$ cat src/rtl/bitrev_unscramble_if.sv
// Purpose : lane-pair write bus plus natural-order read stream of bitrev_unscramble.
// Latency : none, signal bundle only.
// Backpr. : o_wr_ready throttles the writer; i_ready throttles the read stream.
// Ports   : slave = the unscrambler (consumes writes, produces reads);
//           master = its environment (source of pairs, sink of samples).
interface bitrev_unscramble_if #(
   parameter int WORD_SIZE = 8,
   parameter int ADDR_SIZE = 3
);
   logic                 i_wr_valid;
   logic                 o_wr_ready;
   logic [ADDR_SIZE-1:0] i_pipeaddr_A;
   logic [ADDR_SIZE-1:0] i_pipeaddr_B;
   logic [WORD_SIZE-1:0] i_pipedata_A;
   logic [WORD_SIZE-1:0] i_pipedata_B;
   logic                 o_valid;
   logic                 i_ready;
   logic [WORD_SIZE-1:0] o_data;
   logic [ADDR_SIZE-1:0] o_index;
   logic                 o_last;
   logic                 o_overflow;

   modport slave (
      input  i_wr_valid, i_pipeaddr_A, i_pipeaddr_B, i_pipedata_A, i_pipedata_B, i_ready,
      output o_wr_ready, o_valid, o_data, o_index, o_last, o_overflow
   );

   modport master (
      output i_wr_valid, i_pipeaddr_A, i_pipeaddr_B, i_pipedata_A, i_pipedata_B, i_ready,
      input  o_wr_ready, o_valid, o_data, o_index, o_last, o_overflow
   );
endinterface

$ cat src/rtl/bitrev_unscramble.sv
// Purpose : reorders bit-reversed FFT sample pairs into natural-order frames via ping-pong banks.
// Latency : o_valid rises the cycle after the edge accepting a frame's last pair.
// Backpr. : o_wr_ready low while the write bank is still draining; pairs offered then are
//           dropped and flagged on sticky o_overflow. Output holds while o_valid && !i_ready.
// Ports   : i_CLK, i_RST (async, active high), bus (slave modport of bitrev_unscramble_if).
module bitrev_unscramble #(
   parameter int WORD_SIZE = 8,
   parameter int ADDR_SIZE = 3
) (
   input  logic                   i_CLK,
   input  logic                   i_RST,
   bitrev_unscramble_if.slave     bus
);
   localparam int N  = 1 << ADDR_SIZE;
   // Pair counter needs ADDR_SIZE-1 bits; keep at least one bit so N=2 still elaborates.
   localparam int CW = (ADDR_SIZE > 1) ? ADDR_SIZE - 1 : 1;

   localparam logic [CW-1:0]        LAST_PAIR = CW'(N / 2 - 1);
   localparam logic [ADDR_SIZE-1:0] LAST_IDX  = ADDR_SIZE'(N - 1);

   function automatic logic [ADDR_SIZE-1:0] f_rev(input logic [ADDR_SIZE-1:0] a);
      logic [ADDR_SIZE-1:0] r;
      for (int i = 0; i < ADDR_SIZE; i++) begin
         r[i] = a[ADDR_SIZE-1-i];
      end
      return r;
   endfunction

   // Frame storage, intentionally not reset.
   logic [WORD_SIZE-1:0] r_mem [2][N];

   logic          r_wr_bank;
   logic [CW-1:0] r_wr_cnt;
   logic          r_rd_bank;
   logic [ADDR_SIZE-1:0] r_rd_cnt;
   logic [1:0]    r_full;
   logic          r_overflow;

   logic                 w_wr_ready;
   logic                 w_wr_acc;
   logic                 w_frame_done;
   logic                 w_rd_vld;
   logic                 w_rd_xfer;
   logic                 w_drain_done;
   logic [ADDR_SIZE-1:0] w_idx_A;
   logic [ADDR_SIZE-1:0] w_idx_B;

   assign w_wr_ready   = !r_full[r_wr_bank];
   assign w_wr_acc     = bus.i_wr_valid && w_wr_ready;
   assign w_frame_done = w_wr_acc && (r_wr_cnt == LAST_PAIR);
   assign w_rd_vld     = r_full[r_rd_bank];
   assign w_rd_xfer    = w_rd_vld && bus.i_ready;
   assign w_drain_done = w_rd_xfer && (r_rd_cnt == LAST_IDX);
   assign w_idx_A      = f_rev(bus.i_pipeaddr_A);
   assign w_idx_B      = f_rev(bus.i_pipeaddr_B);

   // Lane B is written second so it wins when both lanes hit the same index.
   always_ff @(posedge i_CLK) begin
      if (w_wr_acc) begin
         r_mem[r_wr_bank][w_idx_A] <= bus.i_pipedata_A;
         r_mem[r_wr_bank][w_idx_B] <= bus.i_pipedata_B;
      end
   end

   always_ff @(posedge i_CLK or posedge i_RST) begin
      if (i_RST) begin
         r_wr_bank <= 1'b0;
         r_wr_cnt  <= '0;
      end else if (w_wr_acc) begin
         if (w_frame_done) begin
            r_wr_bank <= !r_wr_bank;
            r_wr_cnt  <= '0;
         end else begin
            r_wr_cnt  <= r_wr_cnt + 1'b1;
         end
      end
   end

   always_ff @(posedge i_CLK or posedge i_RST) begin
      if (i_RST) begin
         r_rd_bank <= 1'b0;
         r_rd_cnt  <= '0;
      end else if (w_rd_xfer) begin
         if (w_drain_done) begin
            r_rd_bank <= !r_rd_bank;
            r_rd_cnt  <= '0;
         end else begin
            r_rd_cnt  <= r_rd_cnt + 1'b1;
         end
      end
   end

   // Set and clear always address different banks: a fill needs its bank empty,
   // a drain needs its bank full.
   always_ff @(posedge i_CLK or posedge i_RST) begin
      if (i_RST) begin
         r_full <= 2'b00;
      end else begin
         if (w_frame_done) begin
            r_full[r_wr_bank] <= 1'b1;
         end
         if (w_drain_done) begin
            r_full[r_rd_bank] <= 1'b0;
         end
      end
   end

   always_ff @(posedge i_CLK or posedge i_RST) begin
      if (i_RST) begin
         r_overflow <= 1'b0;
      end else if (bus.i_wr_valid && !w_wr_ready) begin
         r_overflow <= 1'b1;
      end
   end

   assign bus.o_wr_ready = w_wr_ready;
   assign bus.o_valid    = w_rd_vld;
   assign bus.o_index    = r_rd_cnt;
   assign bus.o_data     = w_rd_vld ? r_mem[r_rd_bank][r_rd_cnt] : '0;
   assign bus.o_last     = w_rd_vld && (r_rd_cnt == LAST_IDX);
   assign bus.o_overflow = r_overflow;
endmodule

$ cat src/flat_wrapper.sv
// flat-port wrapper written by rule: the top's interface ports become plain ports
module bitrev_unscramble_flat 
#(
   parameter int WORD_SIZE = 8,
   parameter int ADDR_SIZE = 3
)
  (i_CLK, i_RST, bus_i_wr_valid, bus_i_pipeaddr_A, bus_i_pipeaddr_B, bus_i_pipedata_A, bus_i_pipedata_B, bus_i_ready, bus_o_wr_ready, bus_o_valid, bus_o_data, bus_o_index, bus_o_last, bus_o_overflow);
  bitrev_unscramble_if #(.WORD_SIZE(WORD_SIZE), .ADDR_SIZE(ADDR_SIZE)) bus_i ();
  input  logic i_CLK;
  input  logic i_RST;
  input wire logic [$bits(bus_i.i_wr_valid)-1:0] bus_i_wr_valid;
  input wire logic [$bits(bus_i.i_pipeaddr_A)-1:0] bus_i_pipeaddr_A;
  input wire logic [$bits(bus_i.i_pipeaddr_B)-1:0] bus_i_pipeaddr_B;
  input wire logic [$bits(bus_i.i_pipedata_A)-1:0] bus_i_pipedata_A;
  input wire logic [$bits(bus_i.i_pipedata_B)-1:0] bus_i_pipedata_B;
  input wire logic [$bits(bus_i.i_ready)-1:0] bus_i_ready;
  output wire logic [$bits(bus_i.o_wr_ready)-1:0] bus_o_wr_ready;
  output wire logic [$bits(bus_i.o_valid)-1:0] bus_o_valid;
  output wire logic [$bits(bus_i.o_data)-1:0] bus_o_data;
  output wire logic [$bits(bus_i.o_index)-1:0] bus_o_index;
  output wire logic [$bits(bus_i.o_last)-1:0] bus_o_last;
  output wire logic [$bits(bus_i.o_overflow)-1:0] bus_o_overflow;
  assign bus_i.i_wr_valid = bus_i_wr_valid;
  assign bus_i.i_pipeaddr_A = bus_i_pipeaddr_A;
  assign bus_i.i_pipeaddr_B = bus_i_pipeaddr_B;
  assign bus_i.i_pipedata_A = bus_i_pipedata_A;
  assign bus_i.i_pipedata_B = bus_i_pipedata_B;
  assign bus_i.i_ready = bus_i_ready;
  assign bus_o_wr_ready = bus_i.o_wr_ready;
  assign bus_o_valid = bus_i.o_valid;
  assign bus_o_data = bus_i.o_data;
  assign bus_o_index = bus_i.o_index;
  assign bus_o_last = bus_i.o_last;
  assign bus_o_overflow = bus_i.o_overflow;
  bitrev_unscramble #(.WORD_SIZE(WORD_SIZE), .ADDR_SIZE(ADDR_SIZE)) u_core (.i_CLK(i_CLK), .i_RST(i_RST), .bus(bus_i));
endmodule
$ cat config.mk
export PLATFORM = sky130hd
export DESIGN_NAME = bitrev_unscramble_flat
export DESIGN_NICKNAME = d
export VERILOG_FILES = /design/src/rtl/bitrev_unscramble_if.sv /design/src/rtl/bitrev_unscramble.sv /design/src/flat_wrapper.sv
export SDC_FILE = /design/constraint.sdc
export NUM_CORES = 1
export LEC_CHECK = 0
export ABC_AREA = 0
export CAP_MARGIN = 30
export CORE_UTILIZATION = 34
export DETAILED_ROUTE_END_ITERATION = 6
export PLACE_DENSITY_LB_ADDON = 0.3
export SLEW_MARGIN = 30
export SYNTH_ARGS = -nofsm -noshare
export SYNTH_HDL_FRONTEND = slang
export SYNTH_SLANG_ARGS = --single-unit
$ cat constraint.sdc
create_clock -name i_CLK -period 6.96 [get_ports i_CLK]
set_clock_uncertainty 0.05 [all_clocks]
set_input_delay 1.392 -clock i_CLK [delete_from_list [all_inputs] [get_ports i_CLK]]
set_output_delay 1.392 -clock i_CLK [all_outputs]
set_load 0.01 [all_outputs]
==> results of run 1 <==
## logic make-up after synthesis
| kind of cell | after synthesis | share of synthesized area [%] |
|---|---|---|
| buffers and inverters | 22 | 1.61 |
| adders and majority gates | 3 | 0.583 |
| and+or+nand+nor | 62 | 6.04 |
| xor gates and xnor gates | 2 | 0.272 |
| muxes | 108 | 23.5 |
| AOI/OAI and AO/OA | 40 | 4.39 |
| DFF | 138 | 63.6 |
## cells in the final DEF (no fill, tap or decap), drive strengths merged, types with 3 or more instances in the layout
cell type        n
dfrtp           10
clkdlybuf4s50   40
o21ai            6
nand3           11
nor2             3
buf              3
and2             9
clkbuf          19
ha               3
o211ai           7
clkinv           8
bufinv           4
nand2           11
mux4            25
nand2b           4
mux2i           15
edfxtp         128
mux2            68
a22oi           14
nor2b            9
nand4            4
## power breakdown
part	internal (mW)	switching [mW]
registers	0.979	0.0817
logic	0.409	0.429
clock network	0.589	0.332
total	1.98	0.842
## metal layers
metal | track usage, % | up-vias | wire length, µm
met5 | 0 | - | 0
met4 | 7.23 | 0 | 316
met3 | 5.82 | 27 | 1610
met2 | 26.9 | 149 | 7410
met1 | 24.1 | 1849 | 6980
li1 | - | 1607 | -
## worst paths after layout
check / start / endpoint / slack [ns]
worst max-delay path: u_core.r_rd_bank$_DFFE_PP0P_ / bus_o_data[4] / 2.15
worst min-delay path: u_core.bus.o_overflow$_DFFE_PP0P_ / u_core.bus.o_overflow$_DFFE_PP0P_ / 0.44
worst max register to register: u_core.r_wr_bank$_DFFE_PP0P_ / u_core.r_mem[0][56]$_DFFE_PP_ / 3.13
worst min register to register: u_core.bus.o_overflow$_DFFE_PP0P_ / u_core.bus.o_overflow$_DFFE_PP0P_ / 0.44
max in group asynchronous: i_RST / u_core.bus.o_index[0]$_DFFE_PP0P_ / 5.34
min in group asynchronous: i_RST / u_core.r_full[0]$_DFF_PP0_ / 1.20
## metrics by stage
| step | power (mW) | std cells |
|---|---|---|
| 2_1_floorplan | 1.59 | 375 |
| 5_1_grt | 2.93 | 658 |
| 6_report | 2.82 | 658 |
| 3_3_place_gp | 1.91 | 627 |
| 4_1_cts | 2.84 | 658 |
| 3_5_place_dp | 1.92 | 627 |
## final cells by class
cell class	instances	area [µm²]	share of cell area [%]
Clock buffer	19	433	5.66
Clock inverter	12	155	2.03
Inverter	2	7.51	0.0982
Multi-Input combinational cell	215	2240	29.3
Sequential cell	138	4100	53.6
Tap cell	229	287	3.75
Timing Repair Buffer	43	423	5.53
## sequential cells by signal (all words and copies together) (netlist names)
signal                 cells
u_core.r_full              2
u_core.r_mem             128
u_core.r_wr_bank           1
u_core.bus.o_index         3
u_core.bus.o_overflow      1
u_core.r_wr_cnt            2
u_core.r_rd_bank           1
## critical path, cell delays in order (launching register included)
cell and delay (ns):
dfrtp_2 0.61, buf_4 0.42, mux2_2 0.29, nor2b_1 0.61, a22oi_1 0.19, o211ai_1 0.23
clkdlybuf4s50_1 0.56
==> run metrics, run 1 <==
Pleak=2.58 nW; drc violations=0; fin crit share=between 60 and 70%; worst-path fanout max=18; Synth async-reset ratio=under 10%; Post-Route Setup TNS=0 ns; Iteration-0 DRC Markers=roughly 290; post-synthesis register bit count=approximately 140; Clock Latency Late Sink=about 0.43 ns; most frequent cells after synthesis=128 x edfxtp_1, 60 x mux2_2, 25 x mux4_2, 14 x a22oi_1, 14 x mux2i_1; Synth Instances=~380; share of layout cells above drive strength 1=30.8%; Final ANT Viol Nets=0; Nets=446; Syn-to-layout area delta=18.8%; Die X=approximately 140 µm; status=finished clean; post-layout util=41.8%; vias in the first global route=~3800; CTS Hold Bufs=0; Slew @ Worst Pin=between 0.9 and 1 ns; root buf cell=clkbuf_16; largest net degree at the start of global routing=24; dpl ws=approximately 2.5 ns; die area=about 20000 µm²; Final Max Slew Viols=0; GP Congestion=about 0.78; Net Count, Synth=just over 400; top post-synthesis cells by area=edfxtp_1 60%, mux2_2 10%, mux4_2 8.7%; WL final=roughly 16000 µm; Worst R2R Path Depth=4; Final min period=between 4 and 5 ns; kind of critical path=reg2out; clk buf depth=2; routed vias=3632; vias per cell=5.52; port bufs=40; clk sinks=approximately 140; TritonCTS Buffers=17; top cell type's share of synthesized area=between 50 and 60%; post-CTS setup buffer count=0; hpwl dp=about 11000 µm; Hold Crit Class=reg2reg; Routed WL per cell=24.8 µm; Post-Syn Area=roughly 6400 µm²; Reg clk slew, reported paths=approximately 0.060 ns; Setup crit end kind=output port; setup ws final=~2.2 ns; max_cap viols=0; H-tree levels=4; hold path depth=1; sequential area share after synthesis=around 64%; ys flop type=edfxtp_1; initial antenna violation count=0; Die H=between 100 and 150 µm; Relative slew margins=between 30 and 40%; Pwr Density=approximately 370 nW/µm²; Core ar.=roughly 18000 µm²; row count=49; first-pass GRT wire length=~24000 µm; syn_area_per_cell=around 17 µm²; dominant cell type by area after synthesis=edfxtp_1; critical path arrival=around 3.4 ns; Pre-Repair DR Iteration Count=4; fin area=about 7600 µm²; setup violators final=0; Yosys cell types=42; fillers=around 1700; RSZ-0062 raised after global routing=no; Startpoint Class=flip-flop; final hold vios=0; CTS tree=built; Hold WS=between 0.4 and 0.5 ns; PostCTS Resize Cnt=0; most numerous cell in the Yosys netlist=edfxtp_1; antenna cells=0; Max Clock Freq=0.208 GHz; global route total overflow=0; placed inst area=roughly 7000 µm²; number of synthesized flops with an enable pin=between 100 and 150; Crit path required time=between 5 and 6 ns; Yosys Warn Count=0; I/O pin count=slightly above 40; initial core utilization=35.2%; VDD IR max=about 0.14 mV; gr usage total=between 10% and 20%
No activity file was read; power rests on OpenSTA's default activity.
==> run 2: changes to the inputs <==
- clock period: 6.96 -> 5.05 ns (I/O delays scaled with it)
==> run 2 against run 1 <==
Via count about the same; first-iteration DRC count increased by 24%; sequential share of layout area is 0.12 points higher; sequential cell count unchanged; largest power group unchanged.
==> run metrics, run 2 (synthesis results as in run 1) <==
setup violators final=0; Final Max Slew Viols=0; TritonCTS Buffers=17; fin crit share=about four fifths; Reg clk slew, reported paths=approximately 0.060 ns; critical-path cell with the highest stage delay=nor2b_1; Setup crit end kind=output port; max_cap viols=0; Final min period=4.10 ns; Crit path required time=3.99 ns; hold path depth=1; GP Congestion=around 0.77; VDD IR max=between 0.2 and 0.25 mV; I/O pin count=between 40 and 50; commonest non-fill, non-tap cell in the layout=edfxtp_1; Relative slew margins=between 40% and 50%; Worst R2R Path Depth=4; Critical Path Stages=5; RSZ-0062 raised after global routing=no; global route total overflow=0; port bufs=40; Crit path largest cell delay=between 0.6 and 0.7 ns; worst-path fanout max=11; PostCTS Resize Cnt=0; footprint of the multi-input gates=2250 µm²; Total Power=3.79 mW; post-CTS setup buffer count=0; critical path arrival=between 3 and 4 ns; Max Clock Freq=0.244 GHz; row count=49; Pwr Density=497 nW/µm²; clk buf depth=2; initial core utilization=about a third; setup ws final=about 0.95 ns; kind of critical path=reg2out; die area=just under 20000 µm²; final hold vios=0; Hold Crit Class=reg2reg; hpwl dp=approximately 11000 µm; clk sinks=138; Syn-to-layout area delta=18.5%; antenna cells=0; vias in the first global route=about 3700; Die H=approximately 140 µm; largest net degree at the start of global routing=23; Post-Route Setup TNS=0 ns; gr usage total=between 10% and 20%; placed cell count=roughly 630; Slew @ Worst Pin=roughly 0.85 ns; non-filler cells in the finished layout=roughly 660; Nets=~450; root buf cell=clkbuf_16; Final ANT Viol Nets=0; CTS Hold Bufs=0; Pre-Repair DR Iteration Count=4; CP cell instances=mux2_2 -> nor2b_1 -> a22oi_1 -> o211ai_1 -> clkdlybuf4s50_1; Die X=roughly 140 µm; Pleak=about 2.6 nW; vias per cell=about 5.5; initial antenna violation count=0; WL final=roughly 16000 µm; dpl ws=approximately 1.1 ns; FF+latch area=between 4000 and 5000 µm²; register with the most flip-flops=u_core.r_mem; first-pass GRT wire length=24000 µm; CTS tree=built; Core ar.=18300 µm²; drc violations=0; delay-heaviest family, CP=simple AND/OR/NAND/NOR gates; status=finished clean; most frequent cells in the layout=128 x edfxtp_1, 60 x mux2_2, 40 x clkdlybuf4s50_1; fillers=1627; Iteration-0 DRC Markers=354; Clock Latency Late Sink=about 0.43 ns; H-tree levels=4; share of layout cells above drive strength 1=roughly a third; max reg flops=128; Startpoint Class=flip-flop; CP bufs+invs=1; Routed WL per cell=between 20 and 25 µm; routed vias=3633
[run 2: cell types whose count changed in the layout (fill, tap and decap cells not counted), sizes merged]
cell	before	now
bufinv	4	1
clkinvlp	0	3
buf	3	5
inv	2	4
clkbuf	19	18
[run 2: routing by layer]
metal | share of wire [%] | GRT usage, %
met1 | 46 | 24.4
met2 | 46 | 26.8
met3 | 5.8 | 4.51
met4 | 1.6 | 6.25
met5 | 0 | 0
[run 2: layout make-up]
type / instances / share of cell area (%)
timing repair buffer: 45 / 5.74
tap: 229 / 3.76
inverter: 2 / 0.0984
clock inverter: 14 / 1.62
sequential: 138 / 53.7
clock buffer: 18 / 5.63
multi-input combinational: 215 / 29.4
[run 2: where the power goes]
group	internal [mW]	switching [mW]
combinational	0.564	0.594
clock	0.677	0.485
sequential	1.35	0.125
[run 2: worst paths after layout]
check                                                       start  slack (ns)                                 to
worst max-delay path                 u_core.r_rd_bank$_DFFE_PP0P_        0.95                      bus_o_data[4]
max in group asynchronous                                   i_RST        3.80  u_core.bus.o_index[0]$_DFFE_PP0P_
worst min register to register  u_core.bus.o_overflow$_DFFE_PP0P_        0.42  u_core.bus.o_overflow$_DFFE_PP0P_
worst min-delay path            u_core.bus.o_overflow$_DFFE_PP0P_        0.42  u_core.bus.o_overflow$_DFFE_PP0P_
min in group asynchronous                                   i_RST        0.82  u_core.bus.o_index[1]$_DFFE_PP0P_
worst max register to register       u_core.r_wr_bank$_DFFE_PP0P_        1.28      u_core.r_mem[0][56]$_DFFE_PP_
[run 2: stage by stage]
stage	utilization (%)	instance area (µm²)	hold WS [ns]
detailed placement	38.7	7070	0.416
global route	41.7	7630	0.471
CTS	41.7	7620	0.429
finish	41.7	7630	0.423
floorplan	-	6440	0.430
global placement	38.7	7070	0.411
==> run 3: changes to the inputs <==
- clock period: 5.05 -> 4 ns (I/O delays scaled with it)
==> run 3 against run 2 <==
Power up 31%; register-to-register slack got worse by 0.28 ns; cell count grew 2.1%; first-iteration DRC count grew 5.6%; sequential power grew 24%; worst setup slack lost 0.63 ns; critical path depth did not move; clock power rose by 41%; critical path type unchanged; largest power group unchanged.
==> run metrics, run 3 (synthesis results as in run 1) <==
row count=49; gr usage total=around 18%; max_cap viols=0; clk sinks=138; Clock Latency Late Sink=~0.42 ns; CTS Hold Bufs=0; Relative slew margins=between 40% and 50%; Routed WL per cell=23.9 µm; Final Max Slew Viols=0; port bufs=40; commonest non-fill, non-tap cell in the layout=edfxtp_1; largest net degree at the start of global routing=21; Setup crit end kind=output port; post-CTS setup buffer count=0; vias per cell=between 5 and 6; Final min period=3.68 ns; Reg clk slew, reported paths=roughly 0.06 ns; Total Power=just under 5 mW; H-tree levels=4; WL final=16100 µm; Pre-Repair DR Iteration Count=5; hpwl dp=around 11000 µm; FF+latch area=~4100 µm²; antenna cells=0; setup violators final=0; Die X=~140 µm; Startpoint Class=flip-flop; Post-Route Setup TNS=0 ns; CP bufs+invs=1; PostCTS Resize Cnt=0; I/O pin count=a little over 40; post-layout util=a little over two fifths; final hold vios=0; setup ws final=approximately 0.32 ns; Pleak=roughly 2.7 nW; VDD IR max=approximately 0.26 mV; Crit path required time=around 3.2 ns; Crit path largest cell delay=roughly 0.65 ns; most frequent cells in the layout=128 x edfxtp_1, 60 x mux2_2, 40 x clkdlybuf4s50_1; critical-path cell with the highest stage delay=nor2b_1; Slew @ Worst Pin=roughly 0.79 ns; die area=approximately 19000 µm²; Die H=140 µm; fin crit share=~90%; root buf cell=clkbuf_16; Core ar.=18300 µm²; max reg flops=about 130; Iteration-0 DRC Markers=roughly 370; CTS tree=built; global route total overflow=0; initial core utilization=between 30% and 40%; placed cell count=between 600 and 700; kind of critical path=reg2out; RSZ-0062 raised after global routing=no; routed vias=roughly 3600; vias in the first global route=roughly 3900; clk buf depth=2; worst reg2reg setup slack=1.00 ns; status=finished clean; CP cell instances=mux2_2 -> nor2b_1 -> a22oi_1 -> o211ai_1 -> clkdlybuf4s50_1; TritonCTS Buffers=17; fillers=between 1500 and 2000; Pwr Density=between 600 and 700 nW/µm²; initial antenna violation count=0; share of layout cells above drive strength 1=34.3%; Max Clock Freq=roughly 0.27 GHz; Final ANT Viol Nets=0; non-filler cells in the finished layout=between 600 and 700; delay-heaviest family, CP=simple AND/OR/NAND/NOR gates; Nets=462; first-pass GRT wire length=24600 µm; register with the most flip-flops=u_core.r_mem; dpl ws=roughly 0.77 ns; critical path arrival=~2.8 ns; drc violations=0; Syn-to-layout area delta=21.0%; worst-path fanout max=9; Hold Crit Class=reg2reg; GP Congestion=around 0.81; footprint of the multi-input gates=2240 µm²
==> run 3: final cells by class <==
class                           instances  area share, %
Sequential cell                       138           52.6
Clock buffer                           17           5.46
Timing Repair Buffer                   59           6.97
Inverter                                2         0.0964
Tap cell                              229           3.68
Multi-Input combinational cell        215           28.8
Clock inverter                         15           2.43
==> run 3: report_power, final <==
part | switching, mW | internal [mW] | total, mW
logic | 0.784 | 0.741 | 1.53
clock network | 0.639 | 0.993 | 1.63
registers | 0.113 | 1.70 | 1.82
total | 1.54 | 3.44 | 4.97
==> run 3: routing by layer <==
| metal | global-route usage [%] | part of all wire, % |
|---|---|---|
| met1 | 24.8 | 47 |
| met2 | 27.9 | 47 |
| met3 | 4.20 | 5.5 |
| met4 | 5.21 | 1.0 |
| met5 | 0 | 0 |
==> run 3: stage by stage <==
stage	instance area [µm²]	hold slack (ns)
after floorplan	6440	0.430
after global placement	7170	0.410
after detailed placement	7170	0.419
after CTS	7790	0.434
after global routing	7790	0.464
final	7790	0.429
==> run 3: path summary, 6_finish.rpt <==
path,startpoint,to,cells past startpoint
worst max-delay path,u_core.r_rd_bank$_DFFE_PP0P_,bus_o_data[4],5
worst min-delay path,u_core.bus.o_overflow$_DFFE_PP0P_,u_core.bus.o_overflow$_DFFE_PP0P_,1
worst max register to register,u_core.r_wr_bank$_DFFE_PP0P_,u_core.r_mem[1][58]$_DFFE_PP_,6
worst min register to register,u_core.bus.o_overflow$_DFFE_PP0P_,u_core.bus.o_overflow$_DFFE_PP0P_,1
max in group asynchronous,i_RST,u_core.r_rd_bank$_DFFE_PP0P_,2
min in group asynchronous,i_RST,u_core.bus.o_overflow$_DFFE_PP0P_,2
==> run 3: worst register-to-register path, stage by stage (launching register included) <==
cell and delay [ns]:
dfrtp_1 0.73, mux2i_2 0.28, buf_4 0.24, nand2_1 0.13, or4_1 0.75, a21boi_0 0.31, buf_4 0.23
